File: config.mk
export PLATFORM = sky130hd
export DESIGN_NAME = multimode_shift_counter
export DESIGN_NICKNAME = d
export VERILOG_FILES = /design/src/rtl/shift_cnt_pkg.sv /design/src/rtl/shift_cnt_phase_dec.sv /design/src/rtl/multimode_shift_counter.sv
export SDC_FILE = /design/constraint.sdc
export NUM_CORES = 1
export LEC_CHECK = 0
export ABC_CLOCK_PERIOD_IN_PS = 1400
export BUFFER_PORTS_ARGS = -buffer_cell sky130_fd_sc_hd__buf_2
export CORE_UTILIZATION = 40
export DETAILED_ROUTE_END_ITERATION = 8
export SLEW_MARGIN = 5
export SYNTH_ARGS = -nofsm -noshare
export SYNTH_HDL_FRONTEND = slang
export SYNTH_SLANG_ARGS = --single-unit
File: constraint.sdc
create_clock -name clk -period 1.4 [get_ports clk]
set_input_delay 0.35 -clock clk [delete_from_list [all_inputs] [get_ports clk]]
set_output_delay 0.35 -clock clk [all_outputs]
set_load 0.05 [all_outputs]
File: src/rtl/shift_cnt_pkg.sv
// Shared constants and combinational helpers for the multimode shift counter:
// legality test and sequence-index decode for Johnson and one-hot ring codes.
package shift_cnt_pkg;

  localparam int MODE_JOHNSON = 0;
  localparam int MODE_RING    = 1;

  // Code lives in the low `width` bits of q; the rest is ignored.
  function automatic bit is_legal(input logic [31:0] q, input int width, input int mode);
    logic [32:0] m, v, inv;
    m   = (33'd1 << width) - 33'd1;
    v   = {1'b0, q} & m;
    inv = ~v & m;
    if (mode == MODE_RING) return (v != 33'd0) && ((v & (v - 33'd1)) == 33'd0);
    // Johnson codes are a run of ones anchored at bit 0 (0*1*) or at the MSB (1*0*).
    return (((v + 33'd1) & v) == 33'd0) || (((inv + 33'd1) & inv) == 33'd0);
  endfunction

  function automatic int phase_of(input logic [31:0] q, input int width, input int mode);
    int pc, pos;
    pc  = 0;
    pos = 0;
    for (int i = 0; i < 32; i++) begin
      if (i < width && q[i]) begin
        pc  = pc + 1;
        pos = i;
      end
    end
    if (mode == MODE_RING) return pos;
    if (q[0]) return pc;
    return (pc == 0) ? 0 : 2 * width - pc;
  endfunction

endpackage

File: src/rtl/shift_cnt_phase_dec.sv
// Combinational decode of a counter code into its sequence index and a legality flag.
module shift_cnt_phase_dec
  import shift_cnt_pkg::*;
#(
  parameter int WIDTH = 4,
  parameter int MODE  = MODE_JOHNSON,
  parameter int PW    = $clog2(2 * WIDTH)
) (
  input  logic [WIDTH-1:0] i_q,
  output logic [PW-1:0]    o_phase,
  output logic             o_legal
);

  assign o_phase = PW'(phase_of(32'(i_q), WIDTH, MODE));
  assign o_legal = is_legal(32'(i_q), WIDTH, MODE);

endmodule

File: src/rtl/multimode_shift_counter.sv
// WIDTH-bit Johnson / one-hot ring counter with load, direction, phase index and wrap pulse.
// Define SHIFT_CNT_SELF_CORRECT_EN to add the illegal-state checker and the err output.
module multimode_shift_counter
  import shift_cnt_pkg::*;
#(
  parameter int WIDTH = 4,
  parameter int MODE  = MODE_JOHNSON,
  parameter int PW    = $clog2(2 * WIDTH)
) (
  input  logic             clk,
  input  logic             reset,
  input  logic             en,
  input  logic             dir,
  input  logic             load,
  input  logic [WIDTH-1:0] load_val,
  output logic [WIDTH-1:0] q,
  output logic [PW-1:0]    phase,
  output logic             wrap
`ifdef SHIFT_CNT_SELF_CORRECT_EN
  ,
  output logic             err
`endif
);

  localparam logic [WIDTH-1:0] RST_Q = (MODE == MODE_RING) ? WIDTH'(1) : '0;
  localparam logic [PW-1:0]    LAST  = PW'((MODE == MODE_RING) ? WIDTH - 1 : 2 * WIDTH - 1);

  logic [WIDTH-1:0] r_q, w_step_q;
  logic [PW-1:0]    r_phase, w_step_phase, w_ld_phase;
  logic             r_wrap, w_step_wrap, w_fix, w_unused_ld_legal;

  shift_cnt_phase_dec #(.WIDTH(WIDTH), .MODE(MODE), .PW(PW)) u_ld_dec (
    .i_q     (load_val),
    .o_phase (w_ld_phase),
    .o_legal (w_unused_ld_legal)
  );

  always_comb begin
    w_step_q     = r_q;
    w_step_phase = r_phase;
    w_step_wrap  = 1'b0;
    if (!dir) begin
      if (MODE == MODE_RING) w_step_q = {r_q[WIDTH-2:0], r_q[WIDTH-1]};
      else                   w_step_q = {r_q[WIDTH-2:0], ~r_q[WIDTH-1]};
      w_step_wrap  = (r_phase == LAST);
      w_step_phase = w_step_wrap ? '0 : r_phase + PW'(1);
    end else begin
      if (MODE == MODE_RING) w_step_q = {r_q[0], r_q[WIDTH-1:1]};
      else                   w_step_q = {~r_q[0], r_q[WIDTH-1:1]};
      w_step_wrap  = (r_phase == '0);
      w_step_phase = w_step_wrap ? LAST : r_phase - PW'(1);
    end
  end

`ifdef SHIFT_CNT_SELF_CORRECT_EN
  logic          w_q_legal, r_err;
  logic [PW-1:0] w_unused_q_phase;

  shift_cnt_phase_dec #(.WIDTH(WIDTH), .MODE(MODE), .PW(PW)) u_chk_dec (
    .i_q     (r_q),
    .o_phase (w_unused_q_phase),
    .o_legal (w_q_legal)
  );

  assign w_fix = ~w_q_legal;

  always_ff @(posedge clk or negedge reset) begin
    if (!reset) r_err <= 1'b0;
    else        r_err <= w_fix;
  end

  assign err = r_err;
`else
  assign w_fix = 1'b0;
`endif

  // Recovery from an illegal code outranks load and enable.
  always_ff @(posedge clk or negedge reset) begin
    if (!reset) begin
      r_q     <= RST_Q;
      r_phase <= '0;
      r_wrap  <= 1'b0;
    end else if (w_fix) begin
      r_q     <= RST_Q;
      r_phase <= '0;
      r_wrap  <= 1'b0;
    end else if (load) begin
      r_q     <= load_val;
      r_phase <= w_ld_phase;
      r_wrap  <= 1'b0;
    end else if (en) begin
      r_q     <= w_step_q;
      r_phase <= w_step_phase;
      r_wrap  <= w_step_wrap;
    end else begin
      r_wrap  <= 1'b0;
    end
  end

  assign q     = r_q;
  assign phase = r_phase;
  assign wrap  = r_wrap;

endmodule

Word-level counts from Yosys, hierarchy flattened
Cells that the tools add are included.
{"block": "word_totals", "n_memories": 0, "ramBits": 0, "inputBits": 9, "mem_bits_ro": 0, "latch_bits": 0, "regBits": 8, "output_inout_bits": 8}
{"block": "classes", "shift": 0, "mux": 19, "n_eq_ne": 1, "div_mod_pow": 0, "reduce_logical": 3, "mul": 0, "bitwise": 2, "add_sub_neg": 6, "magnitude_cmp": 0}
{"op": "$add A32 B2 Y32 const B", "count": 3}
{"op": "$mux W32", "count": 3}
{"op": "$logic_not A32 Y1", "count": 1}
{"op": "$mux W3", "count": 8}
{"op": "$mux W4", "count": 3}
{"op": "$mux W1", "count": 5}
{"op": "$add A3 B1 Y3 const B", "count": 1}
{"op": "$eq A3 B3 Y1 const B", "count": 1}
{"op": "$logic_not A3 Y1", "count": 1}
{"op": "$sub A1 B3 Y3 const A", "count": 1}
{"op": "$sub A3 B1 Y3 const B", "count": 1}
{"op": "$not A1 Y1", "count": 2}
{"op": "$reduce_bool A2 Y1", "count": 1}

Longest topological paths before layout
Gate-level depths: netlist of the first run.
{"block": "depth", "depth_word": 11, "depth_mapped": 10, "ltp_nobuf": 10}

Modules after synthesis
Synthesis of the first run repeated with hierarchy kept, for this count alone.
{"block": "hier_totals", "hier_cells": 92, "area_unflattened_um2": 810.8}
{"module": "multimode_shift_counter", "cells_each": 58, "seq_area_each_um2": 200.2, "area_each_um2": 545.5, "instances": 1}
{"module": "shift_cnt_phase_dec", "cells_each": 34, "seq_area_each_um2": 0.0, "area_each_um2": 265.3, "instances": 1}

Least setup slack after synthesis of the first run
OpenSTA, ideal clock, no wires.
{"block": "synth_path", "path_kind": "input port to flip-flop", "start": "input port load_val[0]", "end": "register r_phase[2] (netlist: phase[2])", "cell_stages": 10, "slack_ns": -0.768, "required_time_ns": 1.274, "path_buffers": 0, "t_arrival_ns": 2.042, "setup_time_ns": 0.126, "path_cell_list": "inv_1 ha_1 xor2_2 ha_1 mux2i_1 ha_1 nor2_2 xnor2_2 xnor2_1 a221o_1"}
{"block": "synth_between", "elab_chain_len": 11, "elab_cells_between_ends": 14, "classes_between": "add/sub: 4; mux: 9; reduce/logical: 1"}
{"element": "start: declaration", "line": "multimode_shift_counter.sv:15", "rtl": "input logic [WIDTH-1:0] load_val,"}
{"element": "$mux W1", "line": "shift_cnt_pkg.sv:24, shift_cnt_pkg.sv:30"}
{"element": "$add A32 B2 Y32", "line": "shift_cnt_pkg.sv:25", "rtl": "pc = pc + 1;"}
{"element": "$mux W32", "line": "shift_cnt_pkg.sv:24", "rtl": "if (i < width && q[i]) begin"}
{"element": "$add A32 B2 Y32", "line": "shift_cnt_pkg.sv:25"}
{"element": "$mux W32", "line": "shift_cnt_pkg.sv:24"}
{"element": "$add A32 B2 Y32", "line": "shift_cnt_pkg.sv:25"}
{"element": "$mux W32", "line": "shift_cnt_pkg.sv:24"}
{"element": "$sub A1 B3 Y3 / $logic_not A32 Y1 (equally long branches)", "line": "shift_cnt_pkg.sv:31", "rtl": "return (pc == 0) ? 0 : 2 * width - pc;"}
{"element": "$mux W3", "line": "shift_cnt_pkg.sv:31"}
{"element": "$mux W3 (*)", "line": "shift_cnt_pkg.sv:31"}
{"element": "$mux W3 (*)", "line": "multimode_shift_counter.sv:87", "rtl": "end else if (load) begin"}
{"element": "end signal: assignment", "line": "multimode_shift_counter.sv:89", "rtl": "r_phase <= w_ld_phase;"}
{"element": "end signal: assignment", "line": "multimode_shift_counter.sv:93", "rtl": "r_phase <= w_step_phase;"}
{"element": "end: declaration", "line": "multimode_shift_counter.sv:29", "rtl": "logic [PW-1:0] r_phase, w_step_phase, w_ld_phase;"}
Mark *: on every way between the ends. The rest lies on a longest branch, timed or not.
A chain may end at the register's enable or synchronous reset.

Final worst setup path of the first run
{"block": "layout_path", "start": "input port load_val[1]", "end": "register r_phase[2] (netlist: phase[2])"}
{"block": "layout_between", "elab_chain_len": 9, "elab_cells_between_ends": 11, "classes_between": "add/sub: 3; mux: 7; reduce/logical: 1"}
{"element": "$mux W32 (*)", "line": "shift_cnt_pkg.sv:24"}
{"element": "$add A32 B2 Y32", "line": "shift_cnt_pkg.sv:25"}
{"element": "$mux W32 (*)", "line": "shift_cnt_pkg.sv:24"}
{"element": "$add A32 B2 Y32", "line": "shift_cnt_pkg.sv:25"}
{"element": "$mux W32 (*)", "line": "shift_cnt_pkg.sv:24"}
{"element": "$sub A1 B3 Y3 / $logic_not A32 Y1 (equally long branches)", "line": "shift_cnt_pkg.sv:31"}
{"element": "$mux W3", "line": "shift_cnt_pkg.sv:31"}
{"element": "$mux W3 (*)", "line": "shift_cnt_pkg.sv:31"}
{"element": "$mux W3 (*)", "line": "multimode_shift_counter.sv:87"}
Marks and branches as above.

==> results of run 1 <==
-- through the flow --
step / instances / power [mW] / area [µm²] / util [%]
finish: 143 / 1.08 / 1070 / 62.4
global route: 143 / 1.17 / 1070 / 62.4
CTS: 143 / 1.08 / 1050 / 61.7
detailed placement: 137 / 0.864 / 968 / 56.7
global placement: 137 / 0.849 / 968 / 56.7
floorplan: 82 / 0.668 / 739 / -
-- timing repair --
item	4_1_cts	5_1_grt
hold buffers	1	0
pin swaps	9	3
endpoints found under the setup margin	2	4
endpoints found under the hold margin	8	0
buffers inserted	1	0
gates cloned	0	0
gates resized for setup	11	7
-- power by group through the flow --
| stage | registers, mW | clock network [mW] | logic, mW |
|---|---|---|---|
| finish | 0.304 | 0.186 | 0.594 |
| CTS | 0.303 | 0.195 | 0.585 |
| global placement | 0.305 | 0 | 0.544 |
| floorplan | 0.441 | 0 | 0.227 |
| detailed placement | 0.307 | 0 | 0.556 |
| global route | 0.310 | 0.207 | 0.651 |
-- cell families (layout without fill, tap and decap cells) --
family	count (synthesis)	after routing	synth area share, %
adder cells (fa/ha/maj)	10	10	17.3
AND/OR/NAND/NOR	26	26	19.3
flip-flops	8	8	27.6
multiplexers	6	6	8.29
buffers and inverters	10	46	5.53
XOR/XNOR	4	4	6.91
AO/OA/AOI/OAI	18	18	15.0
-- area by class of cell --
type	instances	area share [%]
Multi-Input combinational cell	64	49.1
Timing Repair Buffer	36	23.9
Clock buffer	4	2.46
Inverter	6	2.58
Sequential cell	8	19.0
Tap cell	25	2.93
-- sequential cells by signal, indices dropped and copies added, names as in the netlist --
signal  flops
phase       3
q           4
wrap        1
-- worst paths after layout --
path                                           start                   end  slack (ns)
max in group asynchronous                      reset  phase[0]$_DFFE_PN0P_        0.75
worst max register to register  phase[0]$_DFFE_PN0P_  phase[2]$_DFFE_PN0P_       -0.08
worst min register to register      q[3]$_DFFE_PN0P_      q[3]$_DFFE_PN0P_        0.62
worst max-delay path                     load_val[1]  phase[2]$_DFFE_PN0P_       -0.56
min in group asynchronous                      reset  phase[1]$_DFFE_PN0P_        0.47
worst min-delay path                            load      q[2]$_DFFE_PN0P_        0.37
-- layer usage --
metal | track usage [%] | wire length, µm | vias up
li1 | - | - | 359
met1 | 20.5 | 709 | 323
met2 | 35.0 | 822 | 15
met3 | 2.45 | 44 | 4
met4 | 10.9 | 39 | 0
met5 | 0 | 0 | -
-- placed cells by master (no fill, tap or decap), drive strengths merged, types with 4 or more instances in the layout --
cell and n:
inv 6, clkbuf 4, nand2 8, ha 10
nand2b 5, mux2i 6, buf 35, dfrtp 8
o21ai 9
-- critical path: cells and delay by family --
kind            cells  cell delay (ns)
buf+inv             3             0.28
xor+xnor            2             0.25
mux                 2             0.22
fa+ha+maj           3             0.67
compound gates      1             0.29
simple gates        1             0.05
==> impl_results.md, run 1 <==
- Run status: finished with violations
- Violated checks: setup timing
- CTS root buffer: clkbuf_4
- Multi-input gate area: roughly 520 µm²
- Port bufs: 16
- Final worst path period need: 1.96 ns
- Critical Path Most Common Cell: mux2i_1
- Row cnt: 15
- Slew @ Worst Pin: 0.303 ns
- Slew Limit Fails: 0
- Initial antenna violation count: 0
- Reg power frac: 28.0%
- Chip height: 44.6 µm
- Fill count: about 150
- P_int: about 0.64 mW
- H-tree depth: 1
- Critical path class: input port to flop
- Critical Path Sink Type: flop
- Via count: roughly 700
- R2R cell count: 5
- Slowest-stage cell, CP: ha_1
- HPWL after DPL: 1320 µm
- Syn Nets: 101
- Post-DR wirelength/cell: approximately 11 µm
- Endpoints failing hold: 0
- GRT Util Overall: 19.0%
- Layout cell share with drive strength beyond 1: 44.1%
- TritonCTS Sinks: 8
- Pre-CTS setup slack: -0.885 ns
- DRT Pass-1 Iters: 4
- Post-synth EDFFs: 0
- Clock Latency Late Sink: 0.25 ns
- Clock power frac: 17.2%
- Max-cap violation count: 0
- Period utilization: 140%
- Main flop type after synthesis: dfrtp_1
- Initial Util: between 40% and 50%
- GR Overflow Total: 0
- Cell taking the most area after synthesis: dfrtp_1
- Synth async-reset ratio: 100%
- Register bit total from synthesis: 8
- Fin Hold WS: 0.366 ns
- Die ar.: between 1500 and 2000 µm²
- Reg area: 203 µm²
- Routed Antenna Nets: 0
- Critical Path Start Type: input port
- Yosys warnings: 0
- Area share of the largest cell type after synthesis: 27.6%
- Number of diodes: 0
- Combinational Power Share: 54.8%
- Sw frac: 41.2%
- Relative max-transition margin: 79.5%
- Vias in the first global route: 686
- Distinct cell type count after synthesis: 28
- IO Pins: 17
- Crit path largest cell delay: roughly 0.31 ns
- CP required: ~1.5 ns
- Final routed DRC violation total: 0
- Layout area overhead: 47.1%
- Peak supply drop: 0.551 mV
- Sequential fraction of the synthesis area: 27.6%
- Worst hold path type: input port to flop
- Crit path arrival time: approximately 2.1 ns
- Switch Pwr: ~0.45 mW
- # setup viols final: 2
- Synth area leaders: dfrtp_1 28%, ha_1 17%, mux2i_1 8.3%
- CTS Buffer Depth: 2
- Gp weighted congestion: 0.779
- Die W: 44.6 µm
- Pwr/cell area: 1020 nW/µm²
- Synth top cells by count: 10 x ha_1, 9 x o21ai_0, 8 x dfrtp_1
- Setup TNS: -0.835 ns
- Largest net degree at the start of global routing: 14
- Final net count: approximately 140
- Synth Instances: 82
- Fin worst setup slack: -0.559 ns
- RSZ-0062 raised after global routing: true
- Syn_area_per_cell: between 8 and 9 µm²
- Peak Freq: 511 MHz
- Num CTS Buffers: 3
- Drt via density: 4.90
- LEAKAGE: 0.514 nW
- Crit Path Max Fanout: 3
- Most common cell in the netlist: ha_1
- Drt total wl: 1620 µm
- Global-route wire length before repair: 2680 µm
- Clock transition at the registers of the reported paths: 0.05 ns
- Mapped cell area: 724 µm²
- Clk_skew: 0.00371 ns
- DRT iter0 DRCs: 12
- Hold Path Depth: 2
- CTS tree: built
- Crit path cell chain: buf_8 -> buf_4 -> ha_4 -> inv_1 -> mux2i_1 -> ha_1 -> mux2i_1 -> ha_2 -> nor2_4 -> xnor2_2 -> xnor2_1 -> a221o_1
- Core footprint: 1710 µm²
Note: power is estimated with default switching activity, not from simulation.
==> run 2, diff against run 1 <==
--- a/config.mk
+++ b/config.mk
@@ -5,6 +5,7 @@
 export SDC_FILE = /design/constraint.sdc
 export NUM_CORES = 1
 export LEC_CHECK = 0
+export ABC_AREA = 1
 export ABC_CLOCK_PERIOD_IN_PS = 1400
 export BUFFER_PORTS_ARGS = -buffer_cell sky130_fd_sc_hd__buf_2
 export CORE_UTILIZATION = 40
==> impl_results.md, run 2 <==
- Vias in the first global route: 623 (was 686)
- Chip height: 44.9 µm (was 44.6 µm)
- Sw frac: 43.0% (was 41.2%)
- Synth area leaders: dfrtp_1 27%, ha_1 17%, nand2_1 15% (was dfrtp_1 28%, ha_1 17%, mux2i_1 8.3%)
- Final net count: 159 (was 138)
- Post-synth EDFFs: 0 (unchanged)
- Area share of the largest cell type after synthesis: 27.2% (was 27.6%)
- RSZ-0062 raised after global routing: true (unchanged)
- Switch Pwr: 0.445 mW (was 0.446 mW)
- Fill count: 165 (was 153)
- Worst hold path type: input port to flop (unchanged)
- Period utilization: 127% (was 140%)
- Multi-input gate area: 503 µm² (was 523 µm²)
- Critical Path Sink Type: flop (unchanged)
- Drt via density: 4.51 (was 4.90)
- Critical path class: input port to flop (unchanged)
- Clock Latency Late Sink: 0.26 ns (was 0.25 ns)
- Most common cell in the netlist: nand2_1 (was ha_1)
- GR Overflow Total: 0 (unchanged)
- Synth async-reset ratio: 100% (unchanged)
- DRT iter0 DRCs: 13 (was 12)
- Reg power frac: 28.2% (was 28.0%)
- Initial antenna violation count: 0 (unchanged)
- CTS root buffer: clkbuf_4 (unchanged)
- Synth top cells by count: 29 x nand2_1, 18 x inv_1, 11 x nor2_1 (was 10 x ha_1, 9 x o21ai_0, 8 x dfrtp_1)
- Cell Area, Placed: 941 µm² (was 968 µm²)
- Layout cell share with drive strength beyond 1: 33.1% (was 44.1%)
- Syn_area_per_cell: 6.89 µm² (was 8.83 µm²)
- Main flop type after synthesis: dfrtp_1 (unchanged)
- GRT Util Overall: 17.4% (was 19.0%)
- H-tree depth: 1 (unchanged)
- CTS tree: built (unchanged)
- CTS Buffer Depth: 2 (unchanged)
- # setup viols final: 2 (unchanged)
- Sequential fraction of the synthesis area: 27.2% (was 27.6%)
- Crit path arrival time: 1.97 ns (was 2.10 ns)
- Core footprint: 1730 µm² (was 1710 µm²)
- Pwr/cell area: 971 nW/µm² (was 1020 nW/µm²)
- Post-DR wirelength/cell: 9.75 µm (was 11.3 µm)
- Register bit total from synthesis: 8 (unchanged)
- Max-cap violation count: 0 (unchanged)
- Peak Freq: 563 MHz (was 511 MHz)
- Slew Limit Fails: 0 (unchanged)
- DRT Pass-1 Iters: 4 (unchanged)
- Die ar.: 2020 µm² (was 1990 µm²)
- IO Pins: 17 (unchanged)
- Clock power frac: 19.5% (was 17.2%)
- Clk_skew: 0.000120 ns (was 0.00371 ns)
- Largest net degree at the start of global routing: 14 (unchanged)
- Commonest non-fill, non-tap cells in the layout: 28 x nand2_1, 15 x inv_1, 14 x buf_2, 14 x buf_4, 11 x nor2_1 (was 20 x buf_4, 13 x buf_2, 8 x o21ai_0)
- Distinct cell type count after synthesis: 17 (was 28)
- Drt total wl: 1600 µm (was 1620 µm)
- Mapped cell area: 737 µm² (was 724 µm²)
- Clock transition at the registers of the reported paths: 0.06 ns (was 0.05 ns)
- Combinational Power Share: 52.2% (was 54.8%)
- Gp weighted congestion: 0.813 (was 0.779)
- Layout area overhead: 44.7% (was 47.1%)
- Peak supply drop: 0.387 mV (was 0.551 mV)
- Slew @ Worst Pin: 0.236 ns (was 0.303 ns)
- Initial Util: 42.7% (was 42.4%)
- Global-route wire length before repair: 2520 µm (was 2680 µm)
- CP required: 1.59 ns (was 1.54 ns)
- Placed insts: 154 (was 137)
- Commonest non-fill, non-tap cell in the layout: nand2_1 (was buf_4)
- Yosys warnings: 0 (unchanged)
- Max reg flops: 4 (unchanged)
- Row cnt: 15 (unchanged)
- Pre-CTS setup slack: -0.781 ns (was -0.885 ns)
- Violated checks: setup timing (unchanged)
- Final worst path period need: 1.78 ns (was 1.96 ns)
- Crit Path Max Fanout: 2 (was 3)
- Cell taking the most area after synthesis: dfrtp_1 (unchanged)
- Power Total: 1.03 mW (was 1.08 mW)
- Reg area: 203 µm² (unchanged)
- Number of diodes: 0 (unchanged)
- Routed Antenna Nets: 0 (unchanged)
- Relative max-transition margin: 84.2% (was 79.5%)
- Die W: 44.9 µm (was 44.6 µm)
- Num CTS Buffers: 3 (unchanged)
- HPWL after DPL: 1270 µm (was 1320 µm)
- Endpoints failing hold: 0 (unchanged)
- LEAKAGE: 0.571 nW (was 0.514 nW)
- Port bufs: 16 (unchanged)
- Finished Layout Cells: 164 (was 143)
- P_int: 0.590 mW (was 0.637 mW)
- Critical Path Start Type: input port (unchanged)
- Synth Instances: 107 (was 82)
- TritonCTS Sinks: 8 (unchanged)
- Via count: 740 (was 701)
- Syn Nets: 126 (was 101)
- Run status: finished with violations (unchanged)
- Design Area, Final: 1070 µm² (unchanged)
- Fin worst setup slack: -0.376 ns (was -0.559 ns)
- Final routed DRC violation total: 0 (unchanged)
[run 2: stage by stage]
step | hold slack, ns | util [%] | TNS [ns]
global route | 0.396 | 61.7 | -0.893
finish | 0.372 | 61.7 | -0.745
CTS | 0.357 | 59.7 | -0.656
global placement | 0.201 | 54.5 | -1.69
detailed placement | 0.202 | 54.5 | -1.70
floorplan | 0.0544 | - | -0.988
[run 2: layout make-up]
class	count	area share [%]
inverter	19	8.10
clock buffer	4	2.46
timing repair buffer	31	20.3
multi-input combinational	77	47.2
tap	25	2.93
sequential	8	19.0
[run 2: kinds of logic (layout without fill, tap and decap cells)]
logic type / after synthesis / in the layout / synth area share, %
adder cells (fa/ha/maj): 10 / 10 / 17.0
buffers and inverters: 22 / 54 / 13.4
AND/OR/NAND/NOR: 49 / 49 / 27.2
flip-flops: 8 / 8 / 27.2
XOR/XNOR: 2 / 2 / 2.38
AO/OA/AOI/OAI: 16 / 16 / 12.9
[run 2: worst max-delay path, stage by stage]
cell and delay (ns):
buf_12 0.09, inv_12 0.03, ha_4 0.25, xnor2_4 0.18, inv_2 0.06, ha_4 0.26
nand2_2 0.05, and2_4 0.14, ha_4 0.25, nor2_1 0.03, nor2_1 0.09, nand2_1 0.08
a21oi_2 0.12
[run 2: timing repair]
item                                    4_1_cts  5_1_grt
pin swaps                                     8        6
resized for setup                             6        6
endpoints found under the setup margin        2        2
buffers inserted                              5        0
hold buffers                                  1        0
endpoints found under the hold margin         8        0
[run 2: layer usage]
metal  wire, µm  up-vias  GRT usage (%)  part of all wire, %
li1           -      400              -                    -
met1        727      321           21.1                   45
met2        802       15           29.6                   50
met3         38        4           2.40                  2.4
met4         31        0           9.09                  1.9
met5          0        -              0                    0
[run 2: worst paths after layout]
check,to,slack (ns),start,cells after the start
worst max-delay path,phase[1]$_DFFE_PN0P_,-0.38,load_val[1],13
worst min-delay path,phase[1]$_DFFE_PN0P_,0.37,en,4
worst max register to register,phase[2]$_DFFE_PN0P_,0.05,phase[0]$_DFFE_PN0P_,6
worst min register to register,phase[1]$_DFFE_PN0P_,0.56,phase[1]$_DFFE_PN0P_,2
max in group asynchronous,phase[1]$_DFFE_PN0P_,0.76,reset,2
min in group asynchronous,phase[2]$_DFFE_PN0P_,0.46,reset,2
[run 2: power by group through the flow]
stage / Clock (mW) / Combinational [mW] / Sequential [mW]
2_1_floorplan: 0 / 0.238 / 0.411
3_3_place_gp: 0 / 0.478 / 0.296
3_5_place_dp: 0 / 0.487 / 0.297
4_1_cts: 0.206 / 0.517 / 0.293
5_1_grt: 0.214 / 0.599 / 0.299
6_report: 0.202 / 0.541 / 0.292
